File: config.mk
export PLATFORM = sky130hd
export DESIGN_NAME = rom_load_sequencer
export DESIGN_NICKNAME = d
export VERILOG_FILES = /design/src/rtl/rom_load_sequencer.sv
export SDC_FILE = /design/constraint.sdc
export NUM_CORES = 1
export LEC_CHECK = 0
export ABC_AREA = 1
export BUFFER_PORTS_ARGS = -buffer_cell sky130_fd_sc_hd__buf_2
export CORE_ASPECT_RATIO = 0.9
export CORE_MARGIN = 2
export CORE_UTILIZATION = 57
export CTS_BUF_LIST = sky130_fd_sc_hd__clkbuf_2 sky130_fd_sc_hd__clkbuf_4 sky130_fd_sc_hd__clkbuf_8
export DETAILED_ROUTE_END_ITERATION = 16
export GPL_ROUTABILITY_DRIVEN = 0
export GPL_TIMING_DRIVEN = 0
export HOLD_SLACK_MARGIN = 0.12
export PLACE_DENSITY_LB_ADDON = 0.1
export SYNTH_ARGS = -nofsm -noshare
export SYNTH_HDL_FRONTEND = slang
export SYNTH_SLANG_ARGS = --single-unit
File: constraint.sdc
create_clock -name clk -period 5.3 [get_ports clk]
set_clock_uncertainty 0.2 [all_clocks]
set_input_delay 1.06 -clock clk [delete_from_list [all_inputs] [get_ports clk]]
set_output_delay 1.06 -clock clk [all_outputs]
set_load 0.02 [all_outputs]
File: src/rtl/rom_load_sequencer.sv
// rom_load_sequencer
// Turns the HPS byte download stream into per-region ROM write strobes for
// the phoenix core, keeps the core in reset while an image is loading and for
// a settle period afterwards, and reports load status, byte count and a
// running checksum of the accepted bytes.

module rom_load_sequencer #(
    parameter logic [15:0] PROG_BASE   = 16'h0000,
    parameter logic [15:0] BG_BASE     = 16'h4000,
    parameter logic [15:0] FG_BASE     = 16'h5000,
    parameter logic [15:0] PROM_BASE   = 16'h6000,
    parameter logic [15:0] ROM_END     = 16'h61FF,
    parameter int          HOLD_CYCLES = 256
) (
    input  logic        clk,
    input  logic        reset,
    input  logic        ioctl_download,
    input  logic        ioctl_wr,
    input  logic [24:0] ioctl_addr,
    input  logic [7:0]  ioctl_dout,
    output logic [15:0] dn_addr,
    output logic [7:0]  dn_data,
    output logic        wr_prog,
    output logic        wr_bg,
    output logic        wr_fg,
    output logic        wr_prom,
    output logic        core_reset,
    output logic        rom_ready,
    output logic        load_error,
    output logic [7:0]  checksum,
    output logic [16:0] byte_count
);

    // Width of the settle counter; a single settle cycle still needs one bit.
    localparam int HOLD_W = (HOLD_CYCLES > 1) ? $clog2(HOLD_CYCLES) : 1;
    localparam logic [HOLD_W-1:0] HOLD_LOAD = HOLD_W'(HOLD_CYCLES - 1);

    // A complete image covers every address from zero up to ROM_END.
    localparam logic [16:0] FULL_COUNT = {1'b0, ROM_END} + 17'd1;
    localparam logic [16:0] COUNT_MAX  = 17'h1FFFF;

    typedef enum logic [1:0] {
        EMPTY,
        LOAD,
        HOLD,
        RUN
    } state_t;

    state_t state;
    state_t state_next;

    logic              download_d;
    logic              dl_rise;
    logic              dl_fall;

    logic [15:0]       addr_lo;
    logic              below_prog;
    logic              in_range;
    logic              wr_in_load;
    logic              write_ok;
    logic              sel_prog;
    logic              sel_bg;
    logic              sel_fg;
    logic              sel_prom;

    logic [16:0]       byte_count_inc;
    logic [16:0]       byte_count_next;
    logic [7:0]        checksum_next;
    logic              oor_seen;
    logic              oor_seen_next;

    logic [HOLD_W-1:0] hold_cnt;
    logic              start_hold;
    logic              set_error;

    // Only the lower 16 address bits address the ROM image; anything with
    // upper bits set, or past ROM_END, belongs to no region.
    assign addr_lo = ioctl_addr[15:0];

    generate
        if (PROG_BASE == 16'h0000) begin : g_prog_at_zero
            assign below_prog = 1'b0;
        end else begin : g_prog_offset
            assign below_prog = (addr_lo < PROG_BASE);
        end
    endgenerate

    assign in_range   = (ioctl_addr[24:16] == 9'd0) && !below_prog && (addr_lo <= ROM_END);
    assign wr_in_load = (state == LOAD) && ioctl_wr;
    assign write_ok   = wr_in_load && in_range;

    assign sel_prog = (addr_lo < BG_BASE);
    assign sel_bg   = (addr_lo >= BG_BASE) && (addr_lo < FG_BASE);
    assign sel_fg   = (addr_lo >= FG_BASE) && (addr_lo < PROM_BASE);
    assign sel_prom = (addr_lo >= PROM_BASE);

    // The download edges come from a one-cycle-delayed copy so a byte written
    // in the same cycle as the falling edge is still inside the load.
    assign dl_rise = ioctl_download && !download_d;
    assign dl_fall = !ioctl_download && download_d;

    // Counter and checksum values including this cycle's byte, so the
    // end-of-load check sees a byte that arrives together with the falling edge.
    assign byte_count_inc  = (byte_count == COUNT_MAX) ? byte_count : byte_count + 17'd1;
    assign byte_count_next = write_ok ? byte_count_inc : byte_count;
    assign checksum_next   = write_ok ? checksum + ioctl_dout : checksum;
    assign oor_seen_next   = oor_seen || (wr_in_load && !in_range);

    // Delayed copy of the download flag; it follows the input even during
    // reset so a download still high when reset lifts is not seen as a new one.
    always_ff @(posedge clk) begin
        download_d <= ioctl_download;
    end

    // State register.
    always_ff @(posedge clk) begin
        if (reset) begin
            state <= EMPTY;
        end else begin
            state <= state_next;
        end
    end

    // Next-state logic: a new download restarts loading from any state; the end
    // of a load either starts the settle period or rejects the image.
    always_comb begin
        state_next = state;
        start_hold = 1'b0;
        set_error  = 1'b0;
        if (dl_rise) begin
            state_next = LOAD;
        end else begin
            case (state)
                EMPTY: begin
                    state_next = EMPTY;
                end
                LOAD: begin
                    if (dl_fall) begin
                        if ((byte_count_next != FULL_COUNT) || oor_seen_next) begin
                            set_error  = 1'b1;
                            state_next = EMPTY;
                        end else begin
                            start_hold = 1'b1;
                            state_next = HOLD;
                        end
                    end
                end
                HOLD: begin
                    if (hold_cnt == '0) begin
                        state_next = RUN;
                    end
                end
                RUN: begin
                    state_next = RUN;
                end
                default: begin
                    state_next = EMPTY;
                end
            endcase
        end
    end

    // Output decode: the core only runs once a verified image has settled.
    always_comb begin
        core_reset = (state != RUN);
        rom_ready  = (state == RUN);
    end

    // Settle counter: loaded when a good image finishes, counts down in HOLD.
    always_ff @(posedge clk) begin
        if (reset) begin
            hold_cnt <= '0;
        end else if (start_hold) begin
            hold_cnt <= HOLD_LOAD;
        end else if ((state == HOLD) && (hold_cnt != '0)) begin
            hold_cnt <= hold_cnt - 1'b1;
        end
    end

    // Write path: register the byte and raise exactly one region strobe for a
    // single cycle; the address and data lines keep their last accepted value.
    always_ff @(posedge clk) begin
        if (reset) begin
            dn_addr <= '0;
            dn_data <= '0;
            wr_prog <= 1'b0;
            wr_bg   <= 1'b0;
            wr_fg   <= 1'b0;
            wr_prom <= 1'b0;
        end else begin
            wr_prog <= write_ok && sel_prog;
            wr_bg   <= write_ok && sel_bg;
            wr_fg   <= write_ok && sel_fg;
            wr_prom <= write_ok && sel_prom;
            if (write_ok) begin
                dn_addr <= addr_lo;
                dn_data <= ioctl_dout;
            end
        end
    end

    // Load statistics: cleared when a download starts, accumulated per accepted
    // byte, with a sticky flag for bytes that fell outside the image.
    always_ff @(posedge clk) begin
        if (reset) begin
            byte_count <= '0;
            checksum   <= '0;
            oor_seen   <= 1'b0;
            load_error <= 1'b0;
        end else if (dl_rise) begin
            byte_count <= '0;
            checksum   <= '0;
            oor_seen   <= 1'b0;
            load_error <= 1'b0;
        end else begin
            byte_count <= byte_count_next;
            checksum   <= checksum_next;
            oor_seen   <= oor_seen_next;
            if (set_error) begin
                load_error <= 1'b1;
            end
        end
    end

endmodule

## Yosys cells after proc, flatten, opt, wreduce, memory -nomap -nowiden

Index checks and enable logic that the tools add are counted.

- Equal/unequal tests: 10
- Shift operators: 0
- Order comparisons: 7
- $mul: 0
- Reduce and logical (&&, ||, !) cells: 26
- Add/subtract/negate cells: 3
- Bitwise logic cells: 0
- Mux-type cells: 17
- Divide/modulo/power cells: 0

Operators by type and width:

| cell | count |
|---|---|
| 16-bit by 15-bit greater-or-equal comparator with 1-bit output (second input constant) | 3 |
| 16-bit by 15-bit < comparator with 1-bit output (second input constant) | 3 |
| 17-bit 2-to-1 mux | 2 |
| 17-bit by 1-bit adder with 17-bit output (second input constant) | 1 |
| 17-bit equality test (second input constant) | 1 |
| 17-bit by 15-bit inequality test with 1-bit output (second input constant) | 1 |
| 16-bit by 15-bit <= comparator with 1-bit output (second input constant) | 1 |
| 8-bit 2-to-1 mux | 2 |
| 1-bit logical AND | 13 |
| 9-bit logical NOT | 1 |
| 1-bit 2-to-1 mux | 9 |
| 8-bit adder | 1 |
| 8-bit logical NOT | 1 |
| 2-bit case mux with 4 select lines | 1 |
| 8-bit nonzero test | 1 |
| 8-bit by 1-bit subtractor with 8-bit output (second input constant) | 1 |
| 2-bit 2-to-1 mux | 3 |
| 2-bit inequality test (second input constant) | 3 |
| 3-bit inequality test (second input constant) | 2 |
| 2-bit equality test (second input constant) | 2 |
| 2-bit AND reduction | 2 |
| 1-bit logical NOT | 3 |
| 2-bit by 1-bit equality test with 1-bit output (second input constant) | 1 |
| 2-bit logical NOT | 1 |
| other kinds (3) | 4 |

- Register bits: 66
- Output and inout bits: 56
- Bits in read-only memories: 0
- Bits in latches: 0
- Input port bits: 37
- Memories: 0
- RAM bits: 0
- Word-level logic and storage cells: 77

## Logic depth before layout (Yosys ltp)

- Word-level depth: 11
- Depth in mapped cells: 16
- Depth with buffers taken out: 16

## Least setup slack after synthesis

No wires, ideal clock.

- Path type: input to register
- Start: input ioctl_addr[15]
- End: register hold_cnt[2]
- Path buffers: 1
- Arrival: 2449 ps
- Setup time: 69 ps
- Cell stages on the path: 11
- Path slack: 2582 ps
- Data required time: 5031 ps
- Cells stage by stage: or2_4 -> nor2_8 -> nand4_2 -> buf_6 -> nand2_2 -> nand2_1 -> nor2_2 -> nand3_2 -> nor2_4 -> nand3_4 -> a21oi_2

- Cells in the longest elaborated chain, start to end: 11
- Elaborated cells on any way between the ends: 15
- Classes of those cells: 1 x order compare; 1 x eq/ne; 6 x mux; 7 x reduce/logical

Ends and longest elaborated chain:

| element | line | RTL |
|---|---|---|
| from (decl) | 19 | `input logic [24:0] ioctl_addr,` |
| 16-bit by 15-bit <= comparator with 1-bit output (*) | 88 | `assign in_range = (ioctl_addr[24:16] == 9'd0) && !below_prog && (addr_lo <= ROM_END);` |
| 1-bit logical AND (*) | 88 |  |
| 1-bit logical AND or 1-bit logical NOT (tied branches) | 90, 107 |  |
| 17-bit 2-to-1 mux or 1-bit logical AND (tied branches) | 105, 107 |  |
| 17-bit by 15-bit inequality test with 1-bit output or 1-bit logical OR (tied branches) | 139, 107 |  |
| 1-bit logical OR (*) | 139 | `if ((byte_count_next != FULL_COUNT) \|\| oor_seen_next) begin` |
| 1-bit 2-to-1 mux (*) | 139 |  |
| 1-bit 2-to-1 mux (*) | 138 | `if (dl_fall) begin` |
| 1-bit 2-to-1 mux (*) | 133 | `case (state)` |
| 1-bit 2-to-1 mux (*) | 130 | `if (dl_rise) begin` |
| 8-bit 2-to-1 mux or 2-bit nonzero test (tied branches) | - |  |
| to (signal assigned) | 176 | `hold_cnt <= hold_cnt - 1'b1;` |
| to (decl) | 72 | `logic [HOLD_W-1:0] hold_cnt;` |

Mark *: on every way between the ends. The rest lies on a longest branch, timed or not.
A chain may end at the register's enable or synchronous reset.

## Worst setup path in the final report

- Start: input ioctl_addr[15]
- End: register hold_cnt[5]

The elaborated chain is that of the path after synthesis.

==> impl_results.md <==
- Part of the Yosys area used for sequential elements: 36.3%
- Max-Cap Viols: 0
- CTS Root Buffer Type: clkbuf_8
- Crit path capture type: flop
- Startpoint Class: input port
- Crit-path max FO: 10
- TritonCTS Buffers: 9
- Clock transition at path regs: 0.07 ns
- Clock Tree Buf Depth: 2
- Fill cells: 527
- Prevailing post-synth register cell: dfxtp_1
- Worst Setup Path Type: input port to flop
- Largest net degree at the start of global routing: 13
- Final hold slack: 0.239 ns
- Syn_nets: between 500 and 600
- First-pass GRT wire length: 14800 µm
- Pre-CTS setup slack: 2.11 ns
- Max incr delay on CP: 0.27 ns
- Diodes inserted: 0
- Outcome: completed
- Die width: 88.3 µm
- Vias in the first global route: ~3300
- Fin worst setup slack: approximately 2.4 ns
- Net switching power: 0.232 mW
- Top post-synthesis cells by area: dfxtp_1, nand2_1, a21oi_1
- Final max-slew violation count: 0
- Power, Total: 1.11 mW
- Dpl cells: 688
- Cell Chain, Critical Path: buf_2 -> or2_4 -> nor2_8 -> nand4_2 -> buf_6 -> nand2_2 -> nand2_1 -> nor2_2 -> nand3_2 -> nor2_4 -> nand3_4 -> a21oi_2
- Initial DRC Count: 194
- Crit path time final: 2.91 ns
- Commonest non-fill, non-tap cell in the layout: nand2_1
- Drt first pass iters: 5
- Final Hold Viols: 0
- Hold Crit Class: flop to flop
- Layout overhead on the synthesized area: 22.8%
- Buffers and inverters on the worst path: 2
- Int Power: 0.874 mW
- Gr ovfl total: 0
- Routed WL: a little over 9000 µm
- CP max-delay cell: or2_4
- # hold bufs at CTS: 0
- Fin Setup TNS: 0 ns
- Mean Syn Cell Area: 7.15 µm²
- Post-CTS resize count: 0
- Via/cell ratio: 5.21
- Crit share post-route: 54.8%
- Grt met3 use: 7.03%
- Routed via count: 3665
- Share of post-route cells with drive strength above 1: 29.2%
- Core Region: 0.00615 mm²
- Comb pwr share: 4.1%
- Fmax: 0.344 GHz
- Measured slew at the worst slew-check pin: between 0.5 and 0.6 ns
- Ys Warns: 0
- # port buffers: 91
- Unrepaired setup endpoints after global routing: no
- Peak VDD IR: 0.000209 V
- Post-synth cell types: 36
- WL/cell: 12.9 µm
- Post-synth top area share: between 30% and 40%
- Syn Inst Count: 510
- Flop pwr share: 45.0%
- Power per cell area: 247 mW/mm²
- # setup viols final: 0
- Die ar.: 0.00705 mm²
- Detail Placement HPWL: 6890 µm
- Commonest cells after routing, fill and taps aside: nand2_1, buf_2, dfxtp_1, a21oi_1, nor2_1
- Post-Layout Cell Count: a little over 700
- Die Y: 79.9 µm
- Io pins: 93
- Critical Path RT: 5.38 ns
- Post-CTS Setup Inserts: 0
- Clk_lat worst skew: 0.35 ns
- CP arrival: 2.99 ns
- Met1 Track Usage GR: between 30% and 40%
- Worst slew margin: 62.5%
- Synth Cell Area: roughly 0.0036 mm²
- CTS tree: yes
- GR peak layer: met2
- CP delay by family, top: simple AND/OR/NAND/NOR gates
- Initial antenna violation count: 0
- Asr flop ratio synth: 0%
- Row Count: 27
- Clk pwr share: between 50% and 60%
- Global Route Usage Sum: 27.1%
- Initial Utilization: between 50% and 60%
- Post-synth EDFFs: 0
- Final ANT Viol Nets: 0
- Post-route DRC violation count: 0
- Final #Nets: around 660
- Num Clock Sinks: 66
- Met2 usage: 43.3%
- P_leak: 2.11 nW
- Switching Fraction: 21.0%
- H-Tree Depth: 3
- Largest area contributor in the netlist: dfxtp_1
- Synthesized flop and latch total: 66
==> metal layers <==
metal / up-vias / share of wire [%]
li1: 1830 / -
met1: 1699 / 46
met2: 125 / 46
met3: 11 / 7.9
met4: 0 / 1.0
met5: - / 0
==> Yosys cell counts (5+ instances only) <==
library cell and number:
nand2_1 142, dfxtp_1 66, a21oi_1 53, nor2_1 48, inv_1 39, nand3_1 20
nand2_2 18, ha_1 12, inv_2 10, nor2_2 10, nand4_1 9, clkbuf_1 8
o21ai_0 8, xnor2_1 8, a21oi_2 7, xor2_1 7, nand3_2 6, buf_2 5
==> power groups by stage <==
| stage | logic [mW] | registers, mW | clock network [mW] |
|---|---|---|---|
| floorplan | 0.0226 | 0.509 | 0 |
| global placement | 0.0446 | 0.509 | 0 |
| detailed placement | 0.0450 | 0.509 | 0 |
| CTS | 0.0455 | 0.498 | 0.570 |
| global route | 0.0512 | 0.498 | 0.592 |
| finish | 0.0455 | 0.498 | 0.563 |
==> flip-flops by register name, indices dropped and copies added, names as in the netlist <==
register and cells:
byte_count 17, checksum 8, dn_addr 16, dn_data 8
download_d 1, hold_cnt 8, load_error 1, oor_seen 1
state 2, wr_bg 1, wr_fg 1, wr_prog 1
wr_prom 1
==> path summary, 6_finish.rpt <==
path / startpoint / end / slack, ns / depth (start not counted)
hold / removal: dn_addr[15]$_SDFFE_PP0N_ / dn_addr[15]$_SDFFE_PP0N_ / 0.24 / 2
hold reg to reg: dn_addr[15]$_SDFFE_PP0N_ / dn_addr[15]$_SDFFE_PP0N_ / 0.24 / 2
setup / recovery: ioctl_addr[15] / hold_cnt[5]$_SDFFE_PP0P_ / 2.39 / 12
setup reg to reg: byte_count[1]$_SDFF_PP0_ / hold_cnt[5]$_SDFFE_PP0P_ / 2.80 / 12
==> layout make-up <==
cell class / instances / area, µm² / share of cell area, %
clock inverter: 7 / 141 / 3.16
sequential: 66 / 1320 / 29.5
clock buffer: 9 / 124 / 2.77
multi-input combinational: 378 / 2050 / 45.7
buffer: 16 / 88.8 / 1.99
timing repair buffer: 91 / 455 / 10.2
tap: 87 / 109 / 2.43
inverter: 50 / 188 / 4.19
==> kinds of logic after synthesis <==
| group | Yosys count | synth area share (%) |
|---|---|---|
| AOI/OAI and AO/OA | 74 | 11.2 |
| xor gates and xnor gates | 15 | 3.60 |
| adders and majority gates | 13 | 4.67 |
| buffers and inverters | 66 | 7.59 |
| DFF | 66 | 36.3 |
| and+or+nand+nor | 276 | 36.7 |
==> worst register-to-register path: stages, from the launching register on <==
cell	delay (ns)
dfxtp_1	0.39
ha_1	0.22
nand3_2	0.17
nor2_2	0.23
nand3_4	0.14
buf_6	0.18
nand3_2	0.08
nand2_2	0.06
nor2_2	0.15
nand2_2	0.09
nor2_4	0.16
nand3_4	0.17
a21oi_2	0.17
==> per-stage QoR <==
step	util, %	area (µm²)
after global routing	72.8	4470
final	72.8	4470
after global placement	68.5	4210
after detailed placement	68.5	4210
after floorplan	-	3640
after CTS	72.8	4470
No activity file was read; power rests on OpenSTA's default activity.
